**src/rtl/riscv_pkg.sv**
```systemverilog
// Shared RV32I front-end types: PC-source encoding, IFU states and the fetch FIFO entry.
// Also holds the word-alignment helper used when loading a new fetch PC.
package riscv_pkg;

   localparam logic [31:0] NOP_INSTR = 32'h0000_0013;

   typedef enum logic [1:0] {
      PCSRC_SEQ  = 2'b00,
      PCSRC_BR   = 2'b01,
      PCSRC_JALR = 2'b10
   } pcsrc_e;

   typedef enum logic {
      FETCH = 1'b0,
      DRAIN = 1'b1
   } ifu_state_e;

   typedef struct packed {
      logic [31:0] instr;
      logic [31:0] pc;
   } fetch_entry_t;

   function automatic logic [31:0] word_align(input logic [31:0] a);
      return a & 32'hFFFF_FFFC;
   endfunction

endpackage

```
**src/rtl/fetch_fifo.sv**
```systemverilog
// Synchronous FIFO of fetch entries for the IFU prefetch buffer.
// Flush empties the queue and takes priority over a same-cycle push.
module fetch_fifo
   import riscv_pkg::*;
#(
   parameter int DEPTH = 4
) (
   input  logic                     clk,
   input  logic                     rst_n,
   input  logic                     push,
   input  logic                     pop,
   input  logic                     flush,
   input  fetch_entry_t             wdata,
   output fetch_entry_t             head,
   output logic [$clog2(DEPTH):0]   count,
   output logic                     empty
);

   localparam int AW = $clog2(DEPTH);

   logic [AW-1:0] wr_ptr;
   logic [AW-1:0] rd_ptr;
   fetch_entry_t  mem [DEPTH];

   // Pointers wrap naturally because DEPTH is a power of two.
   always_ff @(posedge clk or negedge rst_n) begin
      if (!rst_n) begin
         wr_ptr <= '0;
         rd_ptr <= '0;
         count  <= '0;
      end else if (flush) begin
         wr_ptr <= '0;
         rd_ptr <= '0;
         count  <= '0;
      end else begin
         if (push) wr_ptr <= wr_ptr + 1'b1;
         if (pop)  rd_ptr <= rd_ptr + 1'b1;
         count <= count + (AW+1)'(push) - (AW+1)'(pop);
      end
   end

   always_ff @(posedge clk) begin
      if (push && !flush) mem[wr_ptr] <= wdata;
   end

   assign head  = mem[rd_ptr];
   assign empty = (count == '0);

endmodule

```
**src/rtl/ifu_prefetch.sv**
```systemverilog
// RV32I instruction-fetch stage: PC ownership, imem req/gnt/rvalid issue, prefetch FIFO, redirect drain.
// Define IFU_PERF_EN to add the saturating perf_redirects/perf_bubbles/perf_dropped counters.
module ifu_prefetch
   import riscv_pkg::*;
#(
   parameter logic [31:0] RESET_PC   = 32'h0000_0000,
   parameter int          FIFO_DEPTH = 4,
   parameter int          MAX_OUTST  = 2
) (
   input  logic        clk,
   input  logic        rst_n,
   input  logic [1:0]  PCSrcE,
   input  logic [31:0] PCTargetE,
   input  logic [31:0] ALUResultE,
   input  logic        StallD,
   output logic        imem_req,
   output logic [31:0] imem_addr,
   input  logic        imem_gnt,
   input  logic        imem_rvalid,
   input  logic [31:0] imem_rdata,
   output logic [31:0] InstrD,
   output logic [31:0] PCD,
   output logic [31:0] PCPlus4D,
   output logic        ValidD
`ifdef IFU_PERF_EN
   ,
   output logic [31:0] perf_redirects,
   output logic [31:0] perf_bubbles,
   output logic [31:0] perf_dropped
`endif
);

   localparam int            CW        = $clog2(FIFO_DEPTH) + 1;
   localparam logic [CW:0]   DEPTH_LIM = (CW+1)'(FIFO_DEPTH);
   localparam logic [CW-1:0] OUTST_LIM = CW'(MAX_OUTST);

   ifu_state_e    state, state_nxt;
   logic          live;
   logic [31:0]   fetch_pc, fetch_pc_nxt;
   logic [31:0]   resp_pc, resp_pc_nxt;
   logic [31:0]   target;
   logic [CW-1:0] outst, outst_nxt;
   logic [CW-1:0] drop, drop_nxt;
   logic [CW-1:0] fifo_count;
   logic [CW:0]   in_use;
   logic          redirect, fire, resp, discard, push, pop, fifo_empty;
   fetch_entry_t  head, wentry;

   always_comb begin
      redirect = 1'b0;
      target   = fetch_pc;
      case (pcsrc_e'(PCSrcE))
         PCSRC_BR: begin
            redirect = 1'b1;
            target   = PCTargetE;
         end
         PCSRC_JALR: begin
            redirect = 1'b1;
            target   = ALUResultE & 32'hFFFF_FFFE;
         end
         default: ;
      endcase
   end

   // Issue credit covers both buffered and in-flight words, so a push never finds the FIFO full.
   assign in_use    = {1'b0, outst} + {1'b0, fifo_count};
   assign imem_req  = live && (state == FETCH) && (in_use < DEPTH_LIM) && (outst < OUTST_LIM);
   assign imem_addr = fetch_pc;

   assign fire      = imem_req && imem_gnt;
   // A response with nothing outstanding is a leftover from before reset and is ignored.
   assign resp      = imem_rvalid && (outst != '0);
   assign discard   = resp && (drop != '0);
   assign push      = resp && !discard && !redirect;
   assign pop       = ValidD && !StallD && !redirect;
   assign outst_nxt = outst + CW'(fire) - CW'(resp);
   assign wentry    = '{instr: imem_rdata, pc: resp_pc};

   always_comb begin
      state_nxt    = state;
      drop_nxt     = drop - CW'(discard);
      fetch_pc_nxt = fire ? fetch_pc + 32'd4 : fetch_pc;
      resp_pc_nxt  = push ? resp_pc + 32'd4 : resp_pc;
      if (redirect) begin
         // Everything still in flight after this edge belongs to the old path.
         drop_nxt     = outst_nxt;
         fetch_pc_nxt = word_align(target);
         resp_pc_nxt  = word_align(target);
         state_nxt    = (outst_nxt != '0) ? DRAIN : FETCH;
      end else if ((state == DRAIN) && (drop_nxt == '0)) begin
         state_nxt = FETCH;
      end
   end

   always_ff @(posedge clk or negedge rst_n) begin
      if (!rst_n) begin
         state    <= FETCH;
         live     <= 1'b0;
         fetch_pc <= RESET_PC;
         resp_pc  <= RESET_PC;
         outst    <= '0;
         drop     <= '0;
      end else begin
         state    <= state_nxt;
         live     <= 1'b1;
         fetch_pc <= fetch_pc_nxt;
         resp_pc  <= resp_pc_nxt;
         outst    <= outst_nxt;
         drop     <= drop_nxt;
      end
   end

   fetch_fifo #(
      .DEPTH (FIFO_DEPTH)
   ) u_fifo (
      .clk   (clk),
      .rst_n (rst_n),
      .push  (push),
      .pop   (pop),
      .flush (redirect),
      .wdata (wentry),
      .head  (head),
      .count (fifo_count),
      .empty (fifo_empty)
   );

   assign ValidD   = !fifo_empty;
   assign InstrD   = ValidD ? head.instr : NOP_INSTR;
   assign PCD      = ValidD ? head.pc : 32'h0000_0000;
   assign PCPlus4D = PCD + 32'd4;

`ifdef IFU_PERF_EN
   function automatic logic [31:0] sat_inc(input logic [31:0] v);
      return (v == 32'hFFFF_FFFF) ? v : v + 32'd1;
   endfunction

   always_ff @(posedge clk or negedge rst_n) begin
      if (!rst_n) begin
         perf_redirects <= '0;
         perf_bubbles   <= '0;
         perf_dropped   <= '0;
      end else begin
         if (redirect)           perf_redirects <= sat_inc(perf_redirects);
         if (!ValidD && !StallD) perf_bubbles   <= sat_inc(perf_bubbles);
         if (resp && !push)      perf_dropped   <= sat_inc(perf_dropped);
      end
   end
`endif

endmodule

```
**config.mk**
```make
export PLATFORM = sky130hd
export DESIGN_NAME = ifu_prefetch
export DESIGN_NICKNAME = d
export VERILOG_FILES = /design/src/rtl/riscv_pkg.sv /design/src/rtl/fetch_fifo.sv /design/src/rtl/ifu_prefetch.sv
export SDC_FILE = /design/constraint.sdc
export NUM_CORES = 1
export LEC_CHECK = 0
export BUFFER_PORTS_ARGS = -buffer_cell sky130_fd_sc_hd__buf_2
export CORE_MARGIN = 2
export CORE_UTILIZATION = 50
export DETAILED_ROUTE_END_ITERATION = 10
export PLACE_DENSITY = 0.68
export SLEW_MARGIN = 20
export SYNTH_ARGS = -nofsm -noshare
export SYNTH_HDL_FRONTEND = slang
export SYNTH_SLANG_ARGS = --single-unit
```
**constraint.sdc**
```tcl
create_clock -name clk -period 4.7 [get_ports clk]
set_input_delay 0.235 -clock clk [delete_from_list [all_inputs] [get_ports clk]]
set_output_delay 0.235 -clock clk [all_outputs]
set_load 0.005 [all_outputs]
```
==> metrics.txt <==
status finished clean; most common cell after layout, fill and taps aside edfxtp_1; Max Clk Rate 247 MHz; detailed placement HPWL 21.9 mm; post-synth cell types 54; initial antenna violation count 0; worst setup margin roughly 650 ps; switching power roughly 2.5 mW; Place WS 1130 ps; final core occ 61.3%; total gr overflow 0; Clock Power Share between 30% and 40%; critical path class reg -> out; cell taking the most area after synthesis edfxtp_1; Die Wd 175 µm; Max Slew Vio Count 0; Final Setup Violations 0; commonest cells after routing, fill and taps aside edfxtp_1, buf_2, nand2_1; Synth Register Bits 323; Initial Util 51.0%; origin of the critical flop-to-flop path u_fifo.count[2]$_DFF_PN0_; CTS Buf Count 35; CTS root buf clkbuf_16; RSZ-0062 raised after global routing false; placed insts 1607; GPL Wtd Cong 0.811; final hold viol count 0; die height 175 µm; WL final 32.9 mm; CTS tree yes; area of the die 30700 µm²; setup TNS 0 ps; register area share after synthesis 63.5%; Leakage 6.67 nW; first-pass GRT wire length 51.6 mm; Tmin final ~4100 ps; Starting DRT DRC Count between 800 and 900; Synth warnings 0; Reg clk slew, reported paths ~60 ps; DR DRC count 0; WP data required 4470 ps; pin count of the biggest net entering global routing between 40 and 50; Setup crit start kind flop; crit path DAT 3820 ps; Worst Tran Pin Value 1010 ps; post-layout net count 1416; Post-Syn Area 14700 µm²; Worst setup EP type output port; hold slack approximately 53 ps; Setup crit start u_fifo.rd_ptr[0]$_DFFE_PN0P_; Buffers on Ports 222; Clock Latency Late Sink 510 ps; I/O pin count around 230; site row count a little over 60; Sw Share between 20% and 30%; Comb power frac 27.4%; Worst Hold Class in -> reg; Slew HR 32.7%; vias in the first global route 9506; Ant. Diodes 0; ratio of cells with drive above 1 in the final layout between 20 and 30%; Seq pwr share around two fifths; Mapped Cells slightly above 1000; final instance area 17600 µm²; Layout area overhead 20.2%; synth top area cells edfxtp_1, dfrtp_1, mux4_2, xnor2_1, nand2_1; Longest Clk Path Bufs 3; internal power around 6 mW; WL/cell 19.3 µm; Hold Startpoint ALUResultE[21]; power density over cell area a little under 500 nW/µm²; Core Region 28800 µm²; Setup Skew 16.0 ps; Max Cap Viol 0; fin crit share ~86%; H-tree depth 2; crit-path max FO 25; detailed-route via count 9579; number of vias per cell ~5.6; share of the synthesized area in the top cell type 50.8%; peak supply drop 0.000284 V; total power 8.51 mW; CTS sink cnt 323; Final ANT Viol Nets 0; Syn Area/Cell 14.2 µm²; Post-CTS Setup Bufs 0; Global Route Usage Sum 21.5%; Layout Cells excl Fill about 1700; drt first pass iters 5; Post-DP Area around 16000 µm²
-- kinds of logic after synthesis --
group / synth area share [%]
flip-flops: 63.5
AND/OR/NAND/NOR: 11.0
AO/OA/AOI/OAI: 6.14
buffers and inverters: 2.75
XOR/XNOR: 4.30
multiplexers: 10.4
adder cells (fa/ha/maj): 1.81
other: 0.0512
-- state kept, by name (all words and copies together) (netlist names), 2 cells and up --
name           count
u_fifo.mem       248
imem_addr         30
resp_pc           30
drop               3
outst              3
u_fifo.count       3
u_fifo.rd_ptr      2
u_fifo.wr_ptr      2
-- Yosys cell counts (all sizes together) --
master	n
o21bai	1
nor3	17
o31ai	5
nand4b	2
a221oi	14
a31oi	1
xor2	31
mux2i	3
a22o	12
fa	2
nand2b	2
clkinv	1
or4	6
o21ai	35
o31a	1
nand2	94
inv	32
nand3	35
or2	5
nand4	18
ha	18
o21a	2
or3b	1
nor3b	1
edfxtp	248
nor2b	3
buf	25
nor2	39
nor4	8
dfrtp	75
xnor2	41
nor4b	1
and3	15
conb	2
o211ai	1
and4	3
a22oi	4
a21o	4
and2	55
o22ai	1
or3	6
mux4	65
clkbuf	31
a21oi	68
o22a	1
-- worst max-delay path, stage by stage, from the launching register on --
cell and delay, ps:
dfrtp_4 650, mux4_1 460, nand2_1 80, inv_1 70
ha_1 210, nand2_1 70, o22a_1 270, nor4_2 410
or3b_1 560, nor4_2 220, xnor2_1 160, buf_2 140
-- area by class of cell --
| cell class | instances | area, µm² |
|---|---|---|
| fillers | 2237 | 11100 |
| flip-flops and latches | 323 | 9330 |
| multi-input cells | 628 | 4980 |
| repair buffers | 272 | 1610 |
| clock buffers | 45 | 945 |
| well taps | 384 | 480 |
| clock inverters | 17 | 176 |
| inverters | 33 | 124 |
-- what timing repair did --
item                      CTS  global route
hold endpoints to repair  175             0
hold buffers               33             0
resized for setup           0             0
-- power by group through the flow --
stage	Combinational, mW	Clock [mW]	Sequential, mW
2_1_floorplan	1.50	0	3.46
3_3_place_gp	2.29	0	3.56
3_5_place_dp	2.33	0	3.56
4_1_cts	2.36	2.72	3.51
5_1_grt	2.57	2.83	3.54
6_report	2.33	2.67	3.51
-- final timing paths --
| kind | endpoint | slack, ps | depth (start not counted) |
|---|---|---|---|
| worst max-delay path | PCPlus4D[24] | 650 | 11 |
| worst min-delay path | resp_pc[21]$_DFFE_PN0P_ | 50 | 3 |
| worst max register to register | state$_DFFE_PN0P_ | 1580 | 12 |
| worst min register to register | state$_DFFE_PN0P_ | 530 | 2 |
| max in group asynchronous | u_fifo.rd_ptr[0]$_DFFE_PN0P_ | 3550 | 3 |
| min in group asynchronous | imem_addr[23]$_DFFE_PN0P_ | 300 | 2 |
-- per-layer routing --
| layer | GRT usage [%] | share of wire (%) | vias to the layer above |
|---|---|---|---|
| met4 | 5.45 | 2.0 | 0 |
| met3 | 3.14 | 6.3 | 53 |
| met5 | 0 | 0 | - |
| li1 | - | - | 4416 |
| met1 | 31.7 | 45 | 4745 |
| met2 | 34.2 | 47 | 365 |
No activity file was read; power rests on OpenSTA's default activity.
